[src/rtl/note_led_bar_if.sv]
// rtl/note_led_bar_if.sv - octave digit inputs, brightness and LED bar outputs of note_led_bar
interface note_led_bar_if #(
  parameter int NUM_LEDS = 8,
  parameter int PWM_BITS = 4
);
  logic [3:0]          high;
  logic [3:0]          med;
  logic [3:0]          low;
  logic [PWM_BITS-1:0] brightness;
  logic [NUM_LEDS-1:0] led;
  logic [4:0]          note_idx;
  logic                active;

  modport master (
    output high, med, low, brightness,
    input  led, note_idx, active
  );

  modport slave (
    input  high, med, low, brightness,
    output led, note_idx, active
  );
endinterface

[src/rtl/note_led_bar.sv]
// rtl/note_led_bar.sv - note-indicator LED bar: jump to note level, hold, decay one LED at a time
// Optional PWM dimming of lit LEDs when NOTE_LED_BAR_PWM_EN is defined.
module note_led_bar #(
  parameter int NUM_LEDS     = 8,
  parameter int HOLD_CYCLES  = 2500000,
  parameter int DECAY_CYCLES = 1250000,
  parameter int PWM_BITS     = 4
) (
  input  logic          clk,
  input  logic          rst,
  note_led_bar_if.slave bus
);

  localparam int BAR_W   = $clog2(NUM_LEDS + 1);
  localparam int HOLD_W  = $clog2(HOLD_CYCLES + 1);
  localparam int DECAY_W = $clog2(DECAY_CYCLES + 1);

  typedef enum logic [1:0] {IDLE, HOLD, DECAY} state_t;

  state_t              state_q, state_d;
  logic [11:0]         in_q, prev_q;
  logic [BAR_W-1:0]    bar_q, bar_d;
  logic [HOLD_W-1:0]   hold_q, hold_d;
  logic [DECAY_W-1:0]  decay_q, decay_d;
  logic [4:0]          idx_q, idx_d;
  logic [NUM_LEDS-1:0] led_q, therm;

  logic [3:0]       hi_d, md_d, lo_d;
  logic             dec_valid, dec_rest, changed, note_ev, rest_ev;
  logic [4:0]       dec_idx;
  logic [9:0]       lvl_num;
  logic [BAR_W-1:0] lvl;
  logic             gate;

  always_ff @(posedge clk or posedge rst) begin
    if (rst) begin
      in_q   <= '0;
      prev_q <= '0;
    end else begin
      in_q   <= {bus.high, bus.med, bus.low};
      prev_q <= in_q;
    end
  end

  // Exactly one nonzero digit in 1..7 is a note; everything else but all-zero is ignored.
  always_comb begin
    hi_d      = in_q[11:8];
    md_d      = in_q[7:4];
    lo_d      = in_q[3:0];
    dec_valid = 1'b0;
    dec_rest  = 1'b0;
    dec_idx   = 5'd0;
    if (in_q == 12'd0) begin
      dec_valid = 1'b1;
      dec_rest  = 1'b1;
    end else if (hi_d == 4'd0 && md_d == 4'd0 && lo_d <= 4'd7) begin
      dec_valid = 1'b1;
      dec_idx   = {1'b0, lo_d};
    end else if (hi_d == 4'd0 && lo_d == 4'd0 && md_d <= 4'd7) begin
      dec_valid = 1'b1;
      dec_idx   = 5'd7 + {1'b0, md_d};
    end else if (md_d == 4'd0 && lo_d == 4'd0 && hi_d <= 4'd7) begin
      dec_valid = 1'b1;
      dec_idx   = 5'd14 + {1'b0, hi_d};
    end
  end

  assign changed = (in_q != prev_q);
  assign note_ev = dec_valid && !dec_rest && changed;
  assign rest_ev = dec_rest && changed;
  assign lvl_num = 10'(dec_idx) * 10'(NUM_LEDS) + 10'd20;
  assign lvl     = BAR_W'(lvl_num / 10'd21);

  always_ff @(posedge clk or posedge rst) begin
    if (rst) begin
      state_q <= IDLE;
      bar_q   <= '0;
      hold_q  <= '0;
      decay_q <= '0;
      idx_q   <= '0;
    end else begin
      state_q <= state_d;
      bar_q   <= bar_d;
      hold_q  <= hold_d;
      decay_q <= decay_d;
      idx_q   <= idx_d;
    end
  end

  always_comb begin
    state_d = state_q;
    bar_d   = bar_q;
    hold_d  = hold_q;
    decay_d = decay_q;
    idx_d   = idx_q;
    case (state_q)
      IDLE: ;
      HOLD: begin
        if (hold_q == HOLD_W'(HOLD_CYCLES - 1)) begin
          state_d = DECAY;
          decay_d = '0;
        end else begin
          hold_d = hold_q + 1'b1;
        end
      end
      DECAY: begin
        if (bar_q == '0) begin
          state_d = IDLE;
        end else if (decay_q == DECAY_W'(DECAY_CYCLES - 1)) begin
          decay_d = '0;
          bar_d   = bar_q - 1'b1;
          if (bar_q == BAR_W'(1)) state_d = IDLE;
        end else begin
          decay_d = decay_q + 1'b1;
        end
      end
      default: state_d = IDLE;
    endcase
    // A fresh note overrides any hold expiry or decay step in the same cycle.
    if (note_ev) begin
      bar_d   = lvl;
      idx_d   = dec_idx;
      hold_d  = '0;
      state_d = HOLD;
    end else if (dec_rest) begin
      idx_d = 5'd0;
      if (rest_ev && state_q == HOLD) begin
        state_d = DECAY;
        decay_d = '0;
      end
    end
  end

  always_comb begin
    therm = '0;
    for (int i = 0; i < NUM_LEDS; i++) therm[i] = (BAR_W'(i) < bar_q);
  end

`ifdef NOTE_LED_BAR_PWM_EN
  logic [PWM_BITS-1:0] pwm_cnt;

  always_ff @(posedge clk or posedge rst) begin
    if (rst) pwm_cnt <= '0;
    else     pwm_cnt <= pwm_cnt + 1'b1;
  end

  assign gate = (pwm_cnt < bus.brightness) || (&bus.brightness);
`else
  logic unused_brightness;
  assign unused_brightness = ^bus.brightness;
  assign gate = 1'b1;
`endif

  always_ff @(posedge clk or posedge rst) begin
    if (rst) led_q <= '0;
    else     led_q <= therm & {NUM_LEDS{gate}};
  end

  assign bus.led      = led_q;
  assign bus.note_idx = idx_q;
  assign bus.active   = (state_q != IDLE);

endmodule

[src/flat_wrapper.sv]
// flat-port wrapper written by rule: the top's interface ports become plain ports
module note_led_bar_flat 
#(
  parameter int NUM_LEDS     = 8,
  parameter int HOLD_CYCLES  = 2500000,
  parameter int DECAY_CYCLES = 1250000,
  parameter int PWM_BITS     = 4
)
  (clk, rst, bus_high, bus_med, bus_low, bus_brightness, bus_led, bus_note_idx, bus_active);
  note_led_bar_if #(.NUM_LEDS(NUM_LEDS), .PWM_BITS(PWM_BITS)) bus_i ();
  input  logic clk;
  input  logic rst;
  input wire logic [$bits(bus_i.high)-1:0] bus_high;
  input wire logic [$bits(bus_i.med)-1:0] bus_med;
  input wire logic [$bits(bus_i.low)-1:0] bus_low;
  input wire logic [$bits(bus_i.brightness)-1:0] bus_brightness;
  output wire logic [$bits(bus_i.led)-1:0] bus_led;
  output wire logic [$bits(bus_i.note_idx)-1:0] bus_note_idx;
  output wire logic [$bits(bus_i.active)-1:0] bus_active;
  assign bus_i.high = bus_high;
  assign bus_i.med = bus_med;
  assign bus_i.low = bus_low;
  assign bus_i.brightness = bus_brightness;
  assign bus_led = bus_i.led;
  assign bus_note_idx = bus_i.note_idx;
  assign bus_active = bus_i.active;
  note_led_bar #(.NUM_LEDS(NUM_LEDS), .HOLD_CYCLES(HOLD_CYCLES), .DECAY_CYCLES(DECAY_CYCLES), .PWM_BITS(PWM_BITS)) u_core (.clk(clk), .rst(rst), .bus(bus_i));
endmodule
[config.mk]
export PLATFORM = sky130hd
export DESIGN_NAME = note_led_bar_flat
export DESIGN_NICKNAME = d
export VERILOG_FILES = /design/src/rtl/note_led_bar_if.sv /design/src/rtl/note_led_bar.sv /design/src/flat_wrapper.sv
export SDC_FILE = /design/constraint.sdc
export NUM_CORES = 1
export LEC_CHECK = 0
export CAP_MARGIN = 10
export CORE_ASPECT_RATIO = 0.9
export CORE_UTILIZATION = 54
export CTS_CLUSTER_DIAMETER = 40
export DETAILED_ROUTE_END_ITERATION = 8
export GPL_TIMING_DRIVEN = 0
export PLACE_DENSITY_LB_ADDON = 0.12
export SETUP_SLACK_MARGIN = 0.15
export SLEW_MARGIN = 20
export SYNTH_ARGS = -nofsm -noshare
export SYNTH_HDL_FRONTEND = slang
export SYNTH_SLANG_ARGS = --single-unit
export TNS_END_PERCENT = 20
[constraint.sdc]
create_clock -name clk -period 6.75 [get_ports clk]
set_input_delay 1.6875 -clock clk [delete_from_list [all_inputs] [get_ports clk]]
set_output_delay 1.6875 -clock clk [all_outputs]
set_load 0.01 [all_outputs]
==> Flow_metrics.wiki, run 1 <==
{| class="wikitable"
! Metric !! Value
|-
| Result of the run || complete, no violations
|-
| Number of max-cap violations || 0
|-
| Horizontal extent of the die || 106 um
|-
| Crit share post-route || 94.9%
|-
| Count of clock tree sinks || 86
|-
| Number of library cell types mapped by synthesis || 75
|-
| Worst ir drop on vdd || 0.000166 V
|-
| Crit path buffers/inverters || 10
|-
| Wire length of the first global-routing pass || 20.3 mm
|-
| Count of cells along the worst register-to-register path || 33
|-
| Cell type contributing the most total cell area after synthesis || dfrtp_1
|-
| Launch instance of the worst min-delay path || u_core.in_q[9]
|-
| Final routed wire length divided by cell count || 16.2 um
|-
| Clock slew seen by the registers of the worst setup and hold paths || 0.09 ns
|-
| Flip-flop and latch count after synthesis || 86
|-
| Slowest Stage Delay on Critical Path || 0.57 ns
|-
| Detailed placement HPWL || 8.87 mm
|-
| Maximum number of buffers from clock root to sink || 2
|-
| Yosys warnings || 0
|-
| Quantity of I/O buffers inserted on ports || 27
|-
| Floorplan Core Area || 0.00929 mm^2
|-
| Asr flop ratio synth || 100%
|-
| H-tree Lvls || 3
|-
| Die height || 95.7 um
|-
| First-iteration detailed-routing DRC count || 248
|-
| Actual slew at the worst max-slew pin || 0.901 ns
|-
| Max stage delay cell, worst path || or4_4
|-
| Cell count after synthesis || 591
|-
| Leading cell types by count after synthesis || dfrtp_1, nor2_1, nand2_1
|-
| Total power consumption of the routed design || 0.00118 W
|-
| Clock Root Buffer || clkbuf_8
|-
| Routed met2 length || 6.10 mm
|-
| Pin count of the biggest net entering global routing || 56
|-
| Worst Skew || 0.00833 ns
|-
| Data arrival, critical path || 6.64 ns
|-
| First-pass DRT Iterations || 5
|-
| Final max-slew violation count || 0
|-
| Prevailing post-synth register cell || dfrtp_1
|-
| Instance count on the critical path || 33
|-
| Highest clock frequency the design can meet || 0.156 GHz
|-
| Proportion of netlist area held by the largest area contributor || 40.9%
|-
| Critical path capture point type || flip-flop
|-
| Maximum fanout along the worst path || 10
|-
| Netlist area before placement || 0.00527 mm^2
|-
| Wl on met1 || 5.52 mm
|-
| Clock tree from TritonCTS || built
|-
| Top cell family by delay on the critical path || simple AND/OR/NAND/NOR gates
|-
| Part of the Yosys area used for sequential elements || 40.9%
|-
| Post-synth EDFFs || 0
|-
| DR vias/cell || 6.09
|-
| Total placed cells including tap cells || 741
|-
| Via count || 4676
|-
| Die area || 0.0102 mm^2
|-
| Main area contributors after synthesis || dfrtp_1, nor2_1, xor2_1
|-
| Number of antenna violations at the first check in global routing || 0
|-
| Fill cells || 772
|-
| Most frequent cell after synthesis || dfrtp_1
|-
| Hold crit path type || flip-flop to flip-flop
|-
| RSZ-0062 raised after global routing || no
|-
| Power Dens Cells || 191 mW/mm^2
|-
| Min Clock Period, post-route || 6.41 ns
|-
| Crit Reg-Reg Startpoint || u_core.in_q[5]
|-
| Required time worst endpoint || 6.99 ns
|-
| Layout Nets || 678
|-
| Type of origin of the critical path || flip-flop
|-
| Row Count || 33
|-
| Latest clock arrival within the worst-skew pair || 0.36 ns
|-
| Total nets after synthesis || 628
|-
| Starting Density || 56.7%
|-
| Hold depth || 0
|-
| Length of routed met3 wiring || 621 um
|-
| Total setup violations reported at the end of the flow || 0
|-
| Post-route DRC violation count || 0
|-
| Crit path launch || u_core.in_q[5]
|-
| Antenna viol nets, final || 0
|-
| Hold buffer count at CTS || 0
|-
| GR Overflow Total || 0
|-
| Leakage power || 2.68 nW
|-
| Number of buffers created by CTS || 9
|-
| Highest metal layer with signal wires || met4
|-
| Critical path class || flip-flop to flip-flop
|-
| GRT Overall Usage || 25.3%
|-
| Ports placed on the boundary || 32
|-
| Final Routed Wirelength || 12.4 mm
|-
| Avg Synthesized Cell Area || 8.91 um^2
|-
| Post-synthesis to final-layout area growth || 17.5%
|-
| Number of hold violations in the final report || 0
|-
| Placer's final routability congestion estimate || 0.871
|-
| Worst slew margin relative to its limit || 39.5%
|-
| Proportion of layout cells with a drive suffix above 1 || 12.1%
|-
| Count of placed standard cells in the final layout, fillers left out || 768
|-
| Number of diodes added for antenna fixing || 0
|-
| Vias in the first global route || 4262
|}
## what timing repair did
action | in CTS | in global routing
buffers inserted | 6 | 5
hold endpoints to repair | 0 | 0
setup endpoints to repair | 2 | 2
pin swaps | 1 | 4
gates resized for setup | 16 | 18
## metrics by stage
step	instance area (um^2)	setup WS (ns)	hold slack (ns)	TNS, ns	util, %
finish	6190	0.345	0.392	0	66.6
global route	6190	0.109	0.416	0	66.6
CTS	6070	0.169	0.394	0	65.3
detailed placement	5720	-0.727	0.380	-0.894	61.6
global placement	5690	-0.595	0.366	-0.639	61.3
floorplan	5270	0.166	0.352	0	-
## layout make-up
| class | instances | area, um^2 | area share (%) |
|---|---|---|---|
| Multi-Input combinational cell | 454 | 3040 | 49.1 |
| Sequential cell | 86 | 2150 | 34.8 |
| Timing Repair Buffer | 39 | 380 | 6.15 |
| Tap cell | 122 | 153 | 2.47 |
| Clock buffer | 10 | 138 | 2.22 |
| Buffer | 25 | 124 | 2.00 |
| Inverter | 26 | 103 | 1.66 |
| Clock inverter | 6 | 100 | 1.62 |
## state kept, by name, summed over array words and instances, names as in the netlist
name                 flops
u_core.state_q           2
u_core.decay_q          21
u_core.bar_q             4
u_core.in_q             12
u_core.hold_q           22
u_core.bus.note_idx      5
u_core.bus.led           8
u_core.prev_q           12
## final timing paths
| kind | end | slack (ns) |
|---|---|---|
| min reg2reg | u_core.prev_q[9] | 0.39 |
| min | u_core.prev_q[9] | 0.39 |
| min in group asynchronous | u_core.decay_q[17] | 1.68 |
| max reg2reg | u_core.bar_q[0] | 0.34 |
| max in group asynchronous | u_core.bar_q[0] | 4.49 |
| max | u_core.bar_q[0] | 0.34 |
## cell families after synthesis
group / Yosys count / synth area share [%]
simple gates: 246 / 24.6
xor+xnor: 39 / 6.48
fa+ha+maj: 19 / 4.51
flops: 86 / 40.9
mux: 3 / 0.808
buf+inv: 51 / 3.99
compound gates: 147 / 18.7
## layout by cell type, fill, tap and decap left out, drive strengths merged, types with 5 or more instances in the layout
cell type      instances
nor3                  11
a21oi                 37
buf                   18
and3                  13
nor3b                  6
nor4                  14
dfrtp                 86
nor2                  76
or4                    7
o21ai                 40
nand3                 19
xnor2                  9
ha                    19
inv                   30
a31o                   8
a21o                   7
xor2                  30
and2                   5
nand2                 38
or3                   15
clkbuf                29
nand2b                 6
nand4                 17
clkdlybuf4s50         27
a31oi                 11
## where the power goes
group,switching [W],internal [W],total (W)
registers,0.0000322,0.000549,0.000582
logic,0.0000985,0.0000760,0.000174
clock network,0.000200,0.000226,0.000426
## layer usage
metal	global-route usage, %	vias up
met5	0	-
li1	-	2249
met1	32.8	2253
met3	5.08	19
met2	43.3	155
met4	7.18	0
(Power assumes the default switching activity.)
==> run 2: changes to the inputs <==
- CORE_ASPECT_RATIO: 0.9 -> 1.75
==> Flow_metrics.wiki, run 2 (same netlist as run 1, synthesis figures left out) <==
{| class="wikitable"
! Metric !! Value
|-
| DR vias/cell || 6.21
|-
| Number of max-cap violations || 0
|-
| Hold crit path type || flip-flop to flip-flop
|-
| Min Hold Slack || 0.390 ns
|-
| Layout Nets || 680
|-
| Clock tree from TritonCTS || built
|-
| GR Overflow Total || 0
|-
| Die area || 0.0102 mm^2
|-
| Maximum number of buffers from clock root to sink || 2
|-
| Worst Skew || 0.00611 ns
|-
| Count of clock tree sinks || 86
|-
| Required time worst endpoint || 6.96 ns
|-
| Quantity of I/O buffers inserted on ports || 27
|-
| Type of origin of the critical path || flip-flop
|-
| Proportion of layout cells with a drive suffix above 1 || 12.0%
|-
| Pin count of the biggest net entering global routing || 53
|-
| Max stage delay cell, worst path || or4_4
|-
| Clock slew seen by the registers of the worst setup and hold paths || 0.06 ns
|-
| Register ranked first by flip-flop count || u_core.hold_q
|-
| Maximum fanout along the worst path || 10
|-
| Horizontal extent of the die || 76.7 um
|-
| Worst ir drop on vdd || 0.000170 V
|-
| Final Routed Wirelength || 13.3 mm
|-
| Crit path launch || u_core.in_q[5]
|-
| Total power consumption of the routed design || 0.00126 W
|-
| Actual slew at the worst max-slew pin || 1.01 ns
|-
| Min Clock Period, post-route || 6.38 ns
|-
| Crit Reg-Reg Startpoint || u_core.in_q[5]
|-
| Vias in the first global route || 4836
|-
| H-tree Lvls || 3
|-
| RSZ-0062 raised after global routing || no
|-
| Number of diodes added for antenna fixing || 0
|-
| Latest clock arrival within the worst-skew pair || 0.34 ns
|-
| Antenna viol nets, final || 0
|-
| Post-route DRC violation count || 0
|-
| Sequential Area || 0.00215 mm^2
|-
| Number of buffers created by CTS || 9
|-
| First-pass DRT Iterations || 5
|-
| Ports placed on the boundary || 32
|-
| Flip-flop count of the largest register, all copies and words added || 22
|-
| Via count || 4781
|-
| Slowest Stage Delay on Critical Path || 0.57 ns
|-
| Highest clock frequency the design can meet || 0.157 GHz
|-
| Flop2flop setup slack || 0.37 ns
|-
| Largest registers || u_core.hold_q: 22 flops, u_core.decay_q: 21 flops
|-
| Detailed placement HPWL || 9.78 mm
|-
| Placer's final routability congestion estimate || 0.958
|-
| Result of the run || complete, no violations
|-
| Final instance area || 0.00625 mm^2
|-
| GRT Overall Usage || 27.8%
|-
| Total setup violations reported at the end of the flow || 0
|-
| Number of antenna violations at the first check in global routing || 0
|-
| Final max-slew violation count || 0
|-
| Critical path capture point type || flip-flop
|-
| Critical path class || flip-flop to flip-flop
|-
| Worst slew margin relative to its limit || 32.3%
|-
| Count of placed standard cells in the final layout, fillers left out || 770
|-
| Starting Density || 55.6%
|-
| Most common cell after layout, fill and taps aside || dfrtp_1
|-
| End of the worst register-to-register path || u_core.bar_q[0]
|-
| Final routed wire length divided by cell count || 17.3 um
|-
| Power Dens Cells || 202 mW/mm^2
|-
| Area after DPL || 0.00572 mm^2
|-
| Fill cells || 792
|-
| Most frequent cells in the layout || dfrtp_1, nor2_1, a21oi_1, nand2_1, o21ai_0
|-
| Clock Root Buffer || clkbuf_16
|-
| Wire length of the first global-routing pass || 22.6 mm
|-
| Hold buffer count at CTS || 0
|-
| Area of the multi-input gates || 0.00302 mm^2
|-
| Crit share post-route || 94.5%
|-
| Post-synthesis to final-layout area growth || 18.6%
|-
| Utilization after layout || 66.0%
|-
| Leakage power || 2.72 nW
|-
| Die height || 133 um
|-
| Row Count || 47
|-
| Total placed cells including tap cells || 741
|-
| Number of hold violations in the final report || 0
|-
| First-iteration detailed-routing DRC count || 311
|-
| CP Capture Point || u_core.bar_q[0]
|-
| Data arrival, critical path || 6.60 ns
|-
| Count of cells along the worst register-to-register path || 32
|-
| Floorplan Core Area || 0.00947 mm^2
|}
==> run 2: cell types whose count changed in the layout (fill, tap and decap cells not counted), sizes merged <==
| cell | previous run | this run |
|---|---|---|
| clkinv | 0 | 4 |
| buf | 18 | 20 |
| inv | 30 | 28 |
| bufinv | 2 | 1 |
| clkbuf | 29 | 28 |
==> run 2: area by class of cell <==
class,count,area share [%]
plain buffers,25,1.98
clock buffers,9,3.60
clock inverters,7,1.30
inverters,26,1.64
multi-input cells,454,48.3
flip-flops and latches,86,34.4
well taps,122,2.44
repair buffers,41,6.33
==> run 2: metrics by stage <==
| stage | setup WS [ns] | setup TNS, ns |
|---|---|---|
| 2_1_floorplan | 0.166 | 0 |
| 3_3_place_gp | -0.865 | -1.16 |
| 3_5_place_dp | -0.910 | -1.23 |
| 4_1_cts | 0.154 | 0 |
| 5_1_grt | 0.137 | 0 |
| 6_report | 0.368 | 0 |
==> run 2: what timing repair did <==
action / CTS / global route
endpoints found under the hold margin: 0 / 0
buffers inserted: 6 / 7
resized for setup: 19 / 13
pin swaps: 2 / 5
setup endpoints to repair: 2 / 1
==> run 2: critical path, delay by kind of cell (launching register included) <==
family | cells | cell delay, ns
simple gates | 11 | 2.64
compound gates | 7 | 1.22
fa+ha+maj | 5 | 0.90
buf+inv | 8 | 0.80
flops | 1 | 0.41
mux | 1 | 0.28
==> run 2: report_power, final <==
part,leakage [nW],switching (W),internal [W]
clock,0.152,0.000212,0.000292
sequential,1.13,0.0000328,0.000550
combinational,1.44,0.0000985,0.0000755
==> run 2: how the worst min path moves through the flow <==
stage,start,end,slack (ns),cells past startpoint
floorplan,u_core.in_q[9],u_core.prev_q[9],0.35,0
global placement,u_core.in_q[9],u_core.prev_q[9],0.36,0
detailed placement,u_core.in_q[9],u_core.prev_q[9],0.37,0
CTS,u_core.in_q[9],u_core.prev_q[9],0.38,0
global route,u_core.in_q[9],u_core.prev_q[9],0.40,0
finish,u_core.in_q[9],u_core.prev_q[9],0.39,0
==> run 2: layer usage <==
layer | vias up | share of wire, % | global-route usage [%]
li1 | 2263 | - | -
met5 | - | 0 | 0
met3 | 39 | 3.2 | 3.79
met1 | 2317 | 37 | 28.9
met4 | 0 | 3.4 | 12.5
met2 | 162 | 56 | 53.9
==> run 3: changes to the inputs <==
- CORE_UTILIZATION: 54 -> 45
- HOLD_SLACK_MARGIN: not set -> 0.06
==> Flow_metrics.wiki, run 3 (same netlist as run 1, synthesis figures left out) <==
{| class="wikitable"
! Metric !! Value
|-
| Result of the run || complete, no violations
|-
| H-tree Lvls || 3
|-
| Highest clock frequency the design can meet || 0.157 GHz
|-
| Clock tree from TritonCTS || built
|-
| Final instance area || 0.00633 mm^2
|-
| Maximum number of buffers from clock root to sink || 2
|-
| Number of antenna violations at the first check in global routing || 0
|-
| Actual slew at the worst max-slew pin || 1.12 ns
|-
| Final Routed Wirelength || 13.2 mm
|-
| Total power consumption of the routed design || 0.00134 W
|-
| End of the worst register-to-register path || u_core.bar_q[0]
|-
| Starting Density || 46.9%
|-
| Leakage power || 2.74 nW
|-
| Total placed cells including tap cells || 751
|-
| Count of placed standard cells in the final layout, fillers left out || 782
|-
| Data arrival, critical path || 6.58 ns
|-
| Fraction of power consumed by sequential logic || 43.7%
|-
| Crit share post-route || 94.3%
|-
| Largest registers || u_core.hold_q: 22 flops, u_core.decay_q: 21 flops
|-
| Quantity of I/O buffers inserted on ports || 27
|-
| Detailed placement HPWL || 9.89 mm
|-
| Max stage delay cell, worst path || or4_4
|-
| Register ranked first by flip-flop count || u_core.hold_q
|-
| Crit Reg-Reg Startpoint || u_core.in_q[4]
|-
| Share of total power in the clock network || 43.3%
|-
| Type of origin of the critical path || flip-flop
|-
| Flip-flop count of the largest register, all copies and words added || 22
|-
| Count of cells along the worst register-to-register path || 32
|-
| Placer's final routability congestion estimate || 0.883
|-
| Vias in the first global route || 4797
|-
| Combinational Power Share || 13.0%
|-
| Fraction of power spent switching nets || 25.7%
|-
| Number of max-cap violations || 0
|-
| Most common cell after layout, fill and taps aside || dfrtp_1
|-
| Power Dens Cells || 211 mW/mm^2
|-
| Horizontal extent of the die || 83.8 um
|-
| Pin count of the biggest net entering global routing || 51
|-
| Count of clock tree sinks || 86
|-
| Die height || 145 um
|-
| Floorplan Core Area || 0.0112 mm^2
|-
| GR Overflow Total || 0
|-
| Slowest Stage Delay on Critical Path || 0.52 ns
|-
| Post-route DRC violation count || 0
|-
| Die area || 0.0122 mm^2
|-
| Critical path class || flip-flop to flip-flop
|-
| Final routed wire length divided by cell count || 16.9 um
|-
| Hold buffer count at CTS || 0
|-
| Via count || 4652
|-
| Crit path launch || u_core.in_q[4]
|-
| DR vias/cell || 5.95
|-
| Latest clock arrival within the worst-skew pair || 0.34 ns
|-
| Clock slew seen by the registers of the worst setup and hold paths || 0.06 ns
|-
| Most frequent cells in the layout || dfrtp_1, nor2_1, a21oi_1
|-
| Number of buffers created by CTS || 9
|-
| Wire length of the first global-routing pass || 22.3 mm
|-
| Clock Root Buffer || clkbuf_16
|-
| Switching power of the nets || 0.000343 W
|-
| Total setup violations reported at the end of the flow || 0
|-
| Hold depth || 0
|-
| Number of diodes added for antenna fixing || 0
|-
| Area after DPL || 0.00573 mm^2
|-
| Final max-slew violation count || 0
|-
| Launch instance of the worst min-delay path || u_core.in_q[9]
|-
| Layout Nets || 682
|-
| Proportion of layout cells with a drive suffix above 1 || 12.5%
|-
| First-iteration detailed-routing DRC count || 271
|-
| Worst ir drop on vdd || 0.000164 V
|-
| RSZ-0062 raised after global routing || no
|-
| Post-synthesis to final-layout area growth || 20.1%
|-
| Worst Skew || 0.00899 ns
|-
| Antenna viol nets, final || 0
|-
| Required time worst endpoint || 6.96 ns
|-
| Internal power || 0.000992 W
|-
| Maximum fanout along the worst path || 10
|-
| Hold crit path type || flip-flop to flip-flop
|-
| Worst slew margin relative to its limit || 25.1%
|-
| GRT Overall Usage || 22.6%
|-
| Flop2flop setup slack || 0.38 ns
|-
| First-pass DRT Iterations || 5
|-
| Row Count || 51
|-
| Min Clock Period, post-route || 6.37 ns
|-
| Capture endpoint of the worst hold path || u_core.prev_q[9]
|-
| Ports placed on the boundary || 32
|-
| Number of hold violations in the final report || 0
|-
| Critical path capture point type || flip-flop
|}
## run 3: through the flow
step           utilization, %  worst slack (ns)  setup TNS, ns  hold WS, ns
2_1_floorplan               -             0.166              0        0.352
3_3_place_gp             50.8            -0.918          -1.25        0.379
3_5_place_dp             51.0            -0.952          -1.27        0.381
4_1_cts                  55.4             0.158              0        0.404
5_1_grt                  56.4             0.135              0        0.405
6_report                 56.4             0.383              0        0.401
## run 3: worst max path at each step
stage / endpoint / slack (ns) / depth (start not counted)
after detailed placement: u_core.bar_q[0] / -0.95 / 32
after global routing: u_core.bar_q[0] / 0.13 / 32
after global placement: u_core.bar_q[0] / -0.92 / 32
after CTS: u_core.bar_q[0] / 0.16 / 32
final: u_core.bar_q[0] / 0.38 / 32
after floorplan: u_core.bar_q[0] / 0.17 / 32
## run 3: area by class of cell
cell class	instances	area, um^2
clock inverters	7	126
well taps	132	165
plain buffers	25	124
clock buffers	9	225
inverters	26	103
multi-input cells	454	3020
fillers	1029	4900
flip-flops and latches	86	2150
repair buffers	43	410
## run 3: per-layer routing
layer	global-route usage, %	share of wire (%)
met5	0	0
met3	3.01	2.6
met1	22.6	37
met4	12.1	4.1
met2	43.8	56
## run 3: power groups by stage
stage                     Clock, W  Combinational (W)  Sequential [W]
final                     0.000579           0.000173        0.000583
after global routing      0.000609           0.000195        0.000588
after CTS                 0.000591           0.000175        0.000583
after detailed placement         0           0.000171        0.000593
after global placement           0           0.000166        0.000592
after floorplan                  0          0.0000981        0.000590
## run 3: timing repair
| item | in CTS | in global routing |
|---|---|---|
| resized for setup | 20 | 14 |
| buffers inserted | 7 | 8 |
| pin swaps | 1 | 7 |
| setup endpoints to repair | 2 | 1 |
## run 3: worst max-delay path: cells and delay by family (launching register included)
kind	cells	cell delay, ns
DFF	1	0.40
buffers and inverters	8	0.77
AOI/OAI and AO/OA	8	1.40
adders and majority gates	5	0.90
and+or+nand+nor	10	2.47
muxes	1	0.28
